===== src/rtl/iter_shifter_pkg.sv =====
// Shared encodings for the iterative shifter: operation codes and FSM states.
package shift_pkg;

  typedef enum logic [1:0] {
    OP_SLL = 2'b00,
    OP_SRL = 2'b01,
    OP_SRA = 2'b10,
    OP_ROR = 2'b11
  } op_t;

  typedef enum logic [1:0] {
    IDLE  = 2'b00,
    SHIFT = 2'b01,
    DONE  = 2'b10
  } state_t;

endpackage


===== src/rtl/iter_shifter_if.sv =====
// Request/response bundle of the iterative shifter; master issues requests, slave is the shifter.
interface iter_shifter_if #(
  parameter int DATA_W  = 32,
  parameter int SHAMT_W = 5
);
  import shift_pkg::*;

  logic                start;
  op_t                 op;
  logic [SHAMT_W-1:0]  shamt;
  logic [DATA_W-1:0]   data_in;
  logic                busy;
  logic                done;
  logic [DATA_W-1:0]   result;
  logic                illegal_op;

  modport master (
    output start, op, shamt, data_in,
    input  busy, done, result, illegal_op
  );

  modport slave (
    input  start, op, shamt, data_in,
    output busy, done, result, illegal_op
  );

endinterface


===== src/rtl/iter_shifter_step.sv =====
// One-bit shift/rotate step used by the iterative shifter datapath.
// ROR rotates only when ITER_SHIFTER_ROTATE_EN is defined; otherwise it passes the value through.
module shift_step
  import shift_pkg::*;
#(
  parameter int DATA_W = 32
) (
  input  op_t               op,
  input  logic [DATA_W-1:0] value,
  output logic [DATA_W-1:0] value_next
);

  always_comb begin
    value_next = value;
    case (op)
      OP_SLL: value_next = {value[DATA_W-2:0], 1'b0};
      OP_SRL: value_next = {1'b0, value[DATA_W-1:1]};
      OP_SRA: value_next = {value[DATA_W-1], value[DATA_W-1:1]};
`ifdef ITER_SHIFTER_ROTATE_EN
      OP_ROR: value_next = {value[0], value[DATA_W-1:1]};
`else
      OP_ROR: value_next = value;
`endif
    endcase
  end

endmodule


===== src/rtl/iter_shifter.sv =====
// Iterative shifter: one bit per cycle through a single shift_step, IDLE -> SHIFT -> DONE.
// Build option ITER_SHIFTER_ROTATE_EN enables ROR; without it op=11 is rejected with illegal_op.
module iter_shifter
  import shift_pkg::*;
#(
  parameter int DATA_W  = 32,
  parameter int SHAMT_W = 5   // must equal $clog2(DATA_W)
) (
  input  logic           clk,
  input  logic           reset,
  iter_shifter_if.slave  bus
);

  state_t              state;
  op_t                 op_q;
  logic [SHAMT_W-1:0]  count;
  logic [DATA_W-1:0]   result_q;
  logic [DATA_W-1:0]   step_val;
  logic                busy_q;
  logic                done_q;
  logic                illegal_q;
  logic                reject;

`ifdef ITER_SHIFTER_ROTATE_EN
  assign reject = 1'b0;
`else
  assign reject = (bus.op == OP_ROR);
`endif

  shift_step #(.DATA_W(DATA_W)) u_step (
    .op         (op_q),
    .value      (result_q),
    .value_next (step_val)
  );

  always_ff @(posedge clk) begin
    if (reset) begin
      state     <= IDLE;
      op_q      <= OP_SLL;
      count     <= '0;
      result_q  <= '0;
      busy_q    <= 1'b0;
      done_q    <= 1'b0;
      illegal_q <= 1'b0;
    end else begin
      case (state)
        IDLE: begin
          if (bus.start) begin
            op_q     <= bus.op;
            result_q <= bus.data_in;
            busy_q   <= 1'b1;
            if (reject) begin
              // rejected op completes immediately with the operand untouched
              count     <= '0;
              state     <= DONE;
              done_q    <= 1'b1;
              illegal_q <= 1'b1;
            end else if (bus.shamt != '0) begin
              count <= bus.shamt;
              state <= SHIFT;
            end else begin
              count  <= '0;
              state  <= DONE;
              done_q <= 1'b1;
            end
          end
        end
        SHIFT: begin
          result_q <= step_val;
          count    <= count - SHAMT_W'(1);
          if (count == SHAMT_W'(1)) begin
            state  <= DONE;
            done_q <= 1'b1;
          end
        end
        DONE: begin
          state     <= IDLE;
          busy_q    <= 1'b0;
          done_q    <= 1'b0;
          illegal_q <= 1'b0;
        end
        default: begin
          state     <= IDLE;
          busy_q    <= 1'b0;
          done_q    <= 1'b0;
          illegal_q <= 1'b0;
        end
      endcase
    end
  end

  assign bus.busy       = busy_q;
  assign bus.done       = done_q;
  assign bus.result     = result_q;
  assign bus.illegal_op = illegal_q;

endmodule


===== src/flat_wrapper.sv =====
// flat-port wrapper written by rule: the top's interface ports become plain ports
module iter_shifter_flat import shift_pkg::*;
#(
  parameter int DATA_W  = 32,
  parameter int SHAMT_W = 5                               
)
  (clk, reset, bus_start, bus_op, bus_shamt, bus_data_in, bus_busy, bus_done, bus_result, bus_illegal_op);
  iter_shifter_if #(.DATA_W(DATA_W), .SHAMT_W(SHAMT_W)) bus_i ();
  input  logic clk;
  input  logic reset;
  input wire logic [$bits(bus_i.start)-1:0] bus_start;
  input wire logic [$bits(bus_i.op)-1:0] bus_op;
  input wire logic [$bits(bus_i.shamt)-1:0] bus_shamt;
  input wire logic [$bits(bus_i.data_in)-1:0] bus_data_in;
  output wire logic [$bits(bus_i.busy)-1:0] bus_busy;
  output wire logic [$bits(bus_i.done)-1:0] bus_done;
  output wire logic [$bits(bus_i.result)-1:0] bus_result;
  output wire logic [$bits(bus_i.illegal_op)-1:0] bus_illegal_op;
  assign bus_i.start = bus_start;
  assign bus_i.op = bus_op;
  assign bus_i.shamt = bus_shamt;
  assign bus_i.data_in = bus_data_in;
  assign bus_busy = bus_i.busy;
  assign bus_done = bus_i.done;
  assign bus_result = bus_i.result;
  assign bus_illegal_op = bus_i.illegal_op;
  iter_shifter #(.DATA_W(DATA_W), .SHAMT_W(SHAMT_W)) u_core (.clk(clk), .reset(reset), .bus(bus_i));
endmodule

===== config.mk =====
export PLATFORM = sky130hd
export DESIGN_NAME = iter_shifter_flat
export DESIGN_NICKNAME = d
export VERILOG_FILES = /design/src/rtl/iter_shifter_pkg.sv /design/src/rtl/iter_shifter_if.sv /design/src/rtl/iter_shifter_step.sv /design/src/rtl/iter_shifter.sv /design/src/flat_wrapper.sv
export SDC_FILE = /design/constraint.sdc
export NUM_CORES = 1
export LEC_CHECK = 0
export ABC_AREA = 1
export CORE_ASPECT_RATIO = 0.5
export CORE_MARGIN = 8
export CORE_UTILIZATION = 30
export DETAILED_ROUTE_END_ITERATION = 12
export HOLD_SLACK_MARGIN = 0.03
export PLACE_DENSITY = 0.54
export SLEW_MARGIN = 5
export SYNTH_ARGS = -nofsm -noshare
export SYNTH_HDL_FRONTEND = slang
export SYNTH_SLANG_ARGS = --single-unit

===== constraint.sdc =====
create_clock -name clk -period 1.9 [get_ports clk]
set_clock_uncertainty 0.15 [all_clocks]
set_input_delay 0.19 -clock clk [delete_from_list [all_inputs] [get_ports clk]]
set_output_delay 0.19 -clock clk [all_outputs]
set_load 0.1 [all_outputs]

# == Yosys cells after proc, flatten, opt, wreduce, memory -nomap -nowiden ==
# Index checks and enable logic that the tools add are counted.
# word_totals
ff_bits,44
input_bits,42
out_inout_bits,35
word_cells,56
# classes
n_addsub,1
eq_ne,12
mux,22
bitwise_logic,1
n_reduce_logical,12
# op_table
cell,count
32-bit one-hot mux with 3 select lines,1
32-bit one-hot mux with 2 select lines,1
32-bit 2-to-1 mux,1
5-bit 2-to-1 mux,3
5-bit one-hot mux with 2 select lines,1
3-bit AND reduction,3
2-bit 2-to-1 mux,4
2-bit AND reduction,4
1-bit 2-to-1 mux,7
"2-bit == test, second input constant",3
"2-bit inequality test, second input constant",3
1-bit one-hot mux with 2 select lines,3
"5-bit by 1-bit == test with 1-bit output, second input constant",1
5-bit nonzero test,1
"5-bit by 1-bit subtractor with 5-bit output, second input constant",1
"2-bit by 1-bit == test with 1-bit output, second input constant",2
2-bit logical NOT,2
"2-bit by 1-bit inequality test with 1-bit output, second input constant",2
2-bit one-hot mux with 2 select lines,1
4-bit AND reduction,1
"3-bit by 2-bit inequality test with 1-bit output, second input constant",1
2-bit nonzero test,1
1-bit NOT,1

# == Longest topological paths before layout ==
# Gate-level depths: netlist of the first run.
# depth
depth_word,5
depth_mapped,9
depth_no_buf,8

# == Cells and area by module ==
# A second synthesis of the first run with hierarchy kept.
# hier_totals
cells_unflattened,548
area_unflattened_um2,3239.4
# modules_own_cells
module,instances,cells_each,area_each_um2,seq_area_each_um2
iter_shifter,1,341,2143.3,880.8
shift_step,1,207,1096.1,0.0

# == Worst setup path before layout of the first run ==
# OpenSTA, ideal clock, no wires.
# synth_path
path_kind,flip-flop to flip-flop
from,register u_core.op_q[0]
to,register u_core.result_q[2] (netlist: u_core.bus.result[2])
arrival_ns,1.464
required_ns,1.679
path_slack_ns,0.216
stages_incl_launch_ff,9
path_buffers,1
synth_period_minus_slack_ns,1.684
cell_sequence,dfxtp_1 > inv_1 > ha_1 > nor2_1 > clkbuf_1 > nand2_1 > nand2_1 > nand2_1 > a21oi_1
# synth_between
elab_chain_cells,3
elab_cells_between_ends,8
classes_between,eq/ne: 4; mux: 2; reduce/logical: 2
# synth_lines
item,line_no,source
start: declaration,iter_shifter.sv:15,op_t op_q;
start signal: assignment,iter_shifter.sv:49,op_q <= bus.op;
2-bit == test (tied with other cells),iter_shifter_step.sv:15,case (op)
32-bit one-hot mux with 3 select lines or 2-bit inequality test (tied branches),n/a,
32-bit one-hot mux with 2 select lines or 3-bit AND reduction (tied branches),n/a,
end signal: assignment,iter_shifter.sv:50,result_q <= bus.data_in;
end signal: assignment,iter_shifter.sv:69,result_q <= step_val;
end: declaration,iter_shifter.sv:17,logic [DATA_W-1:0] result_q;
# Several ways; a longest one is shown, not always the timed one.
# A chain may end at the register's enable or synchronous reset.

# == Worst setup path after layout of the first run ==
# layout_path
from,register u_core.op_q[0]
to,register u_core.result_q[16] (netlist: u_core.bus.result[16])
# Same word-level chain as after synthesis.

==> results.md, run 1 <==
* GRT Total Usage at 12.4%
* Via/cell ratio at 4.61
* Fmax at 598 MHz
* Setup TNS at 0 ns
* Syn nets at 427
* Sw power at 0.00241 W
* Initial core utilization at 31.1%
* EDFF count, synth at 0
* CP peak stage delay at 0.36 ns
* Startpoint types: register
* First-pass GRT wire length at 12200 um
* Fin crit share at 88.0%
* Port-buffer cells at 76
* Internal power at 0.00247 W
* Sequential fraction of design power at 27.7%
* Post_cts resized at 0
* Die Wd at 145 um
* Synth area leaders: dfxtp_1 (35%), nand2_1 (18%), a21oi_1 (14%), o21ai_1 (6.4%), or2_1 (3.7%)
* Synth-to-Final Area Change at 46.4%
* Critical path peak fanout at 24
* Crit path DAT at 1.73 ns
* Cell variety after synth at 28
* Fin crit period at 1.67 ns
* Worst slew pin tran at 0.518 ns
* Remaining antenna violation count at 0
* Syn. warnings at 0
* Top-area cell type share of the netlist area at 35.2%
* Cell taking the most area after synthesis: dfxtp_1
* # rows at 23
* Cell Chain, Critical Path: inv_1 > ha_1 > nor2_2 > buf_12 > nand2_1 > nand2_1 > nand2_1 > a21oi_1
* Comb pwr share at 54.2%
* Initial antenna violation count at 0
* Clock share of power at 18.1%
* Synth Cell Area at 0.00250 mm^2
* Pleak at 1.59 nW
* Via count at 2624
* Final Util at 45.5%
* Worst hold path class: register to register
* Nets at 503
* Slew HR at 65.4%
* Mean post-synth cell area at 6.59 um^2
* Final setup fails at 0
* CP most frequent cell: nand2_1
* Core area at 0.00806 mm^2
* Die H at 80.6 um
* CTS HTree Levels at 2
* Primary FF master, synth: dfxtp_1
* Die ar. at 0.0117 mm^2
* Sw frac at 49.3%
* Sequential share of the synthesized area at 35.2%
* Hold_buf cts at 0
* Largest net degree at the start of global routing at 27
* Ys async rst share at 0%
* Clk_lat worst skew at 0.28 ns
* Final wirelength at 7240 um
* Max Cap Viol at 0
* Pwr per Cell Area at 1330 mW/mm^2
* Status: finished, final reports clean
* WL per Instance at 12.7 um
* Total grt overflow at 0
* CP max stage cell: dfxtp_1
* Commonest cells post-synth: nand2_1 (122), a21oi_1 (72), dfxtp_1 (44)
* Final Hold Fails at 0
* Total CTS buffers at 5
* RSZ-0062 raised after global routing: false
* Power Total at 0.00488 W
* Critical path endpoint category: register
* Post-CTS Setup Bufs at 0
* Post-synthesis register bit count at 44
* Pre-antenna DRT Iters at 5
* Slew Viols, Final at 0
* Setup CP Type: register to register
* Initial DRC Count at 115
* Ant diodes at 0
* DRC Markers at 0
* Post-DP HPWL at 5450 um
* Count leader, synth: nand2_1
* Clk buf depth at 2
* WP data required at 1.96 ns
* Root buf cell: clkbuf_16
* TritonCTS clock tree: built
* Clk pin slew, worst setup/hold paths at 0.06 ns
* Final GP Congestion at 0.827
* Mapped Cells at 380
* Layout cells sized above 1 at 17.3%
* Number of I/O pins at 77
* Vias in the first global route at 2513
* Max IR drop VDD at 0.473 mV
* CTS sink cnt at 44
-- layout by cell type, fill, tap and decap left out, types with 2 or more instances in the layout --
master           instances
nand2_1                122
a21oi_1                 72
dfxtp_1                 44
clkdlybuf4s50_1         41
buf_4                   34
o21ai_1                 32
buf_12                  17
inv_1                   16
or2_1                   15
or2_2                   14
nor2_1                  10
nand3_1                  9
o21ai_0                  5
ha_1                     5
clkbuf_16                5
nor2_2                   2
clkinvlp_4               2
-- metrics by stage --
step	cells	hold slack [ns]	instance area, um^2	setup WS [ns]
global route	569	0.337	3670	0.0436
finish	569	0.295	3670	0.228
detailed placement	561	0.288	3510	0.200
global placement	561	0.288	3510	0.224
floorplan	380	0.109	2500	0.216
CTS	569	0.297	3670	0.214
-- layout make-up --
| cell class | count | area [um^2] |
|---|---|---|
| Clock buffer | 6 | 139 |
| Multi-Input combinational cell | 296 | 1420 |
| Inverter | 17 | 63.8 |
| Timing Repair Buffer | 92 | 1010 |
| Sequential cell | 44 | 881 |
| Tap cell | 112 | 140 |
| Clock inverter | 2 | 15.0 |
| Fill cell | 834 | 4390 |
-- critical path, delay by kind of cell, from the launching register on --
family | cells | cell delay, ns
DFF | 1 | 0.36
adders and majority gates | 1 | 0.35
and+or+nand+nor | 4 | 0.35
buffers and inverters | 2 | 0.26
AOI/OAI and AO/OA | 1 | 0.12
-- cells by family after synthesis --
| group | Yosys count | share of synthesized area (%) |
|---|---|---|
| AND/OR/NAND/NOR | 178 | 30.9 |
| AO/OA/AOI/OAI | 112 | 23.0 |
| flip-flops | 44 | 35.2 |
| buffers and inverters | 40 | 8.14 |
| adder cells (fa/ha/maj) | 5 | 2.50 |
| XOR/XNOR | 1 | 0.350 |
-- power by group through the flow --
| stage | Sequential [W] | Clock, W | Combinational [W] |
|---|---|---|---|
| detailed placement | 0.00137 | 0 | 0.00266 |
| global route | 0.00138 | 0.000948 | 0.00282 |
| global placement | 0.00137 | 0 | 0.00266 |
| CTS | 0.00135 | 0.000906 | 0.00267 |
| floorplan | 0.00240 | 0 | 0.000827 |
| finish | 0.00135 | 0.000882 | 0.00265 |
-- worst paths after layout --
kind,slack (ns),depth (start not counted),end,start
worst max-delay path,0.23,8,u_core.bus.result[16],u_core.op_q[0]
worst min-delay path,0.29,2,u_core.bus.done,u_core.bus.done
worst max register to register,0.23,8,u_core.bus.result[16],u_core.op_q[0]
worst min register to register,0.29,2,u_core.bus.done,u_core.bus.done
-- registers in the layout, indices dropped and copies added (netlist names) --
signal and count:
u_core.count 5, u_core.bus.illegal_op 1, u_core.bus.busy 1, u_core.bus.result 32
u_core.op_q 2, u_core.bus.done 1, u_core.state 2
-- per-layer routing --
layer	GRT usage [%]	wire, um
met4	3.09	72
met1	15.7	3560
met5	0	0
met2	20.8	3310
met3	3.31	304
Note: power is estimated with default switching activity, not from simulation.
==> run 2: changes to the inputs <==
Settings changed: SKIP_CTS_REPAIR_TIMING set to 1, SLEW_MARGIN 5 to 20.
==> results of run 2 <==
No change in the layout: final DEF, timing and power equal those of run 1.
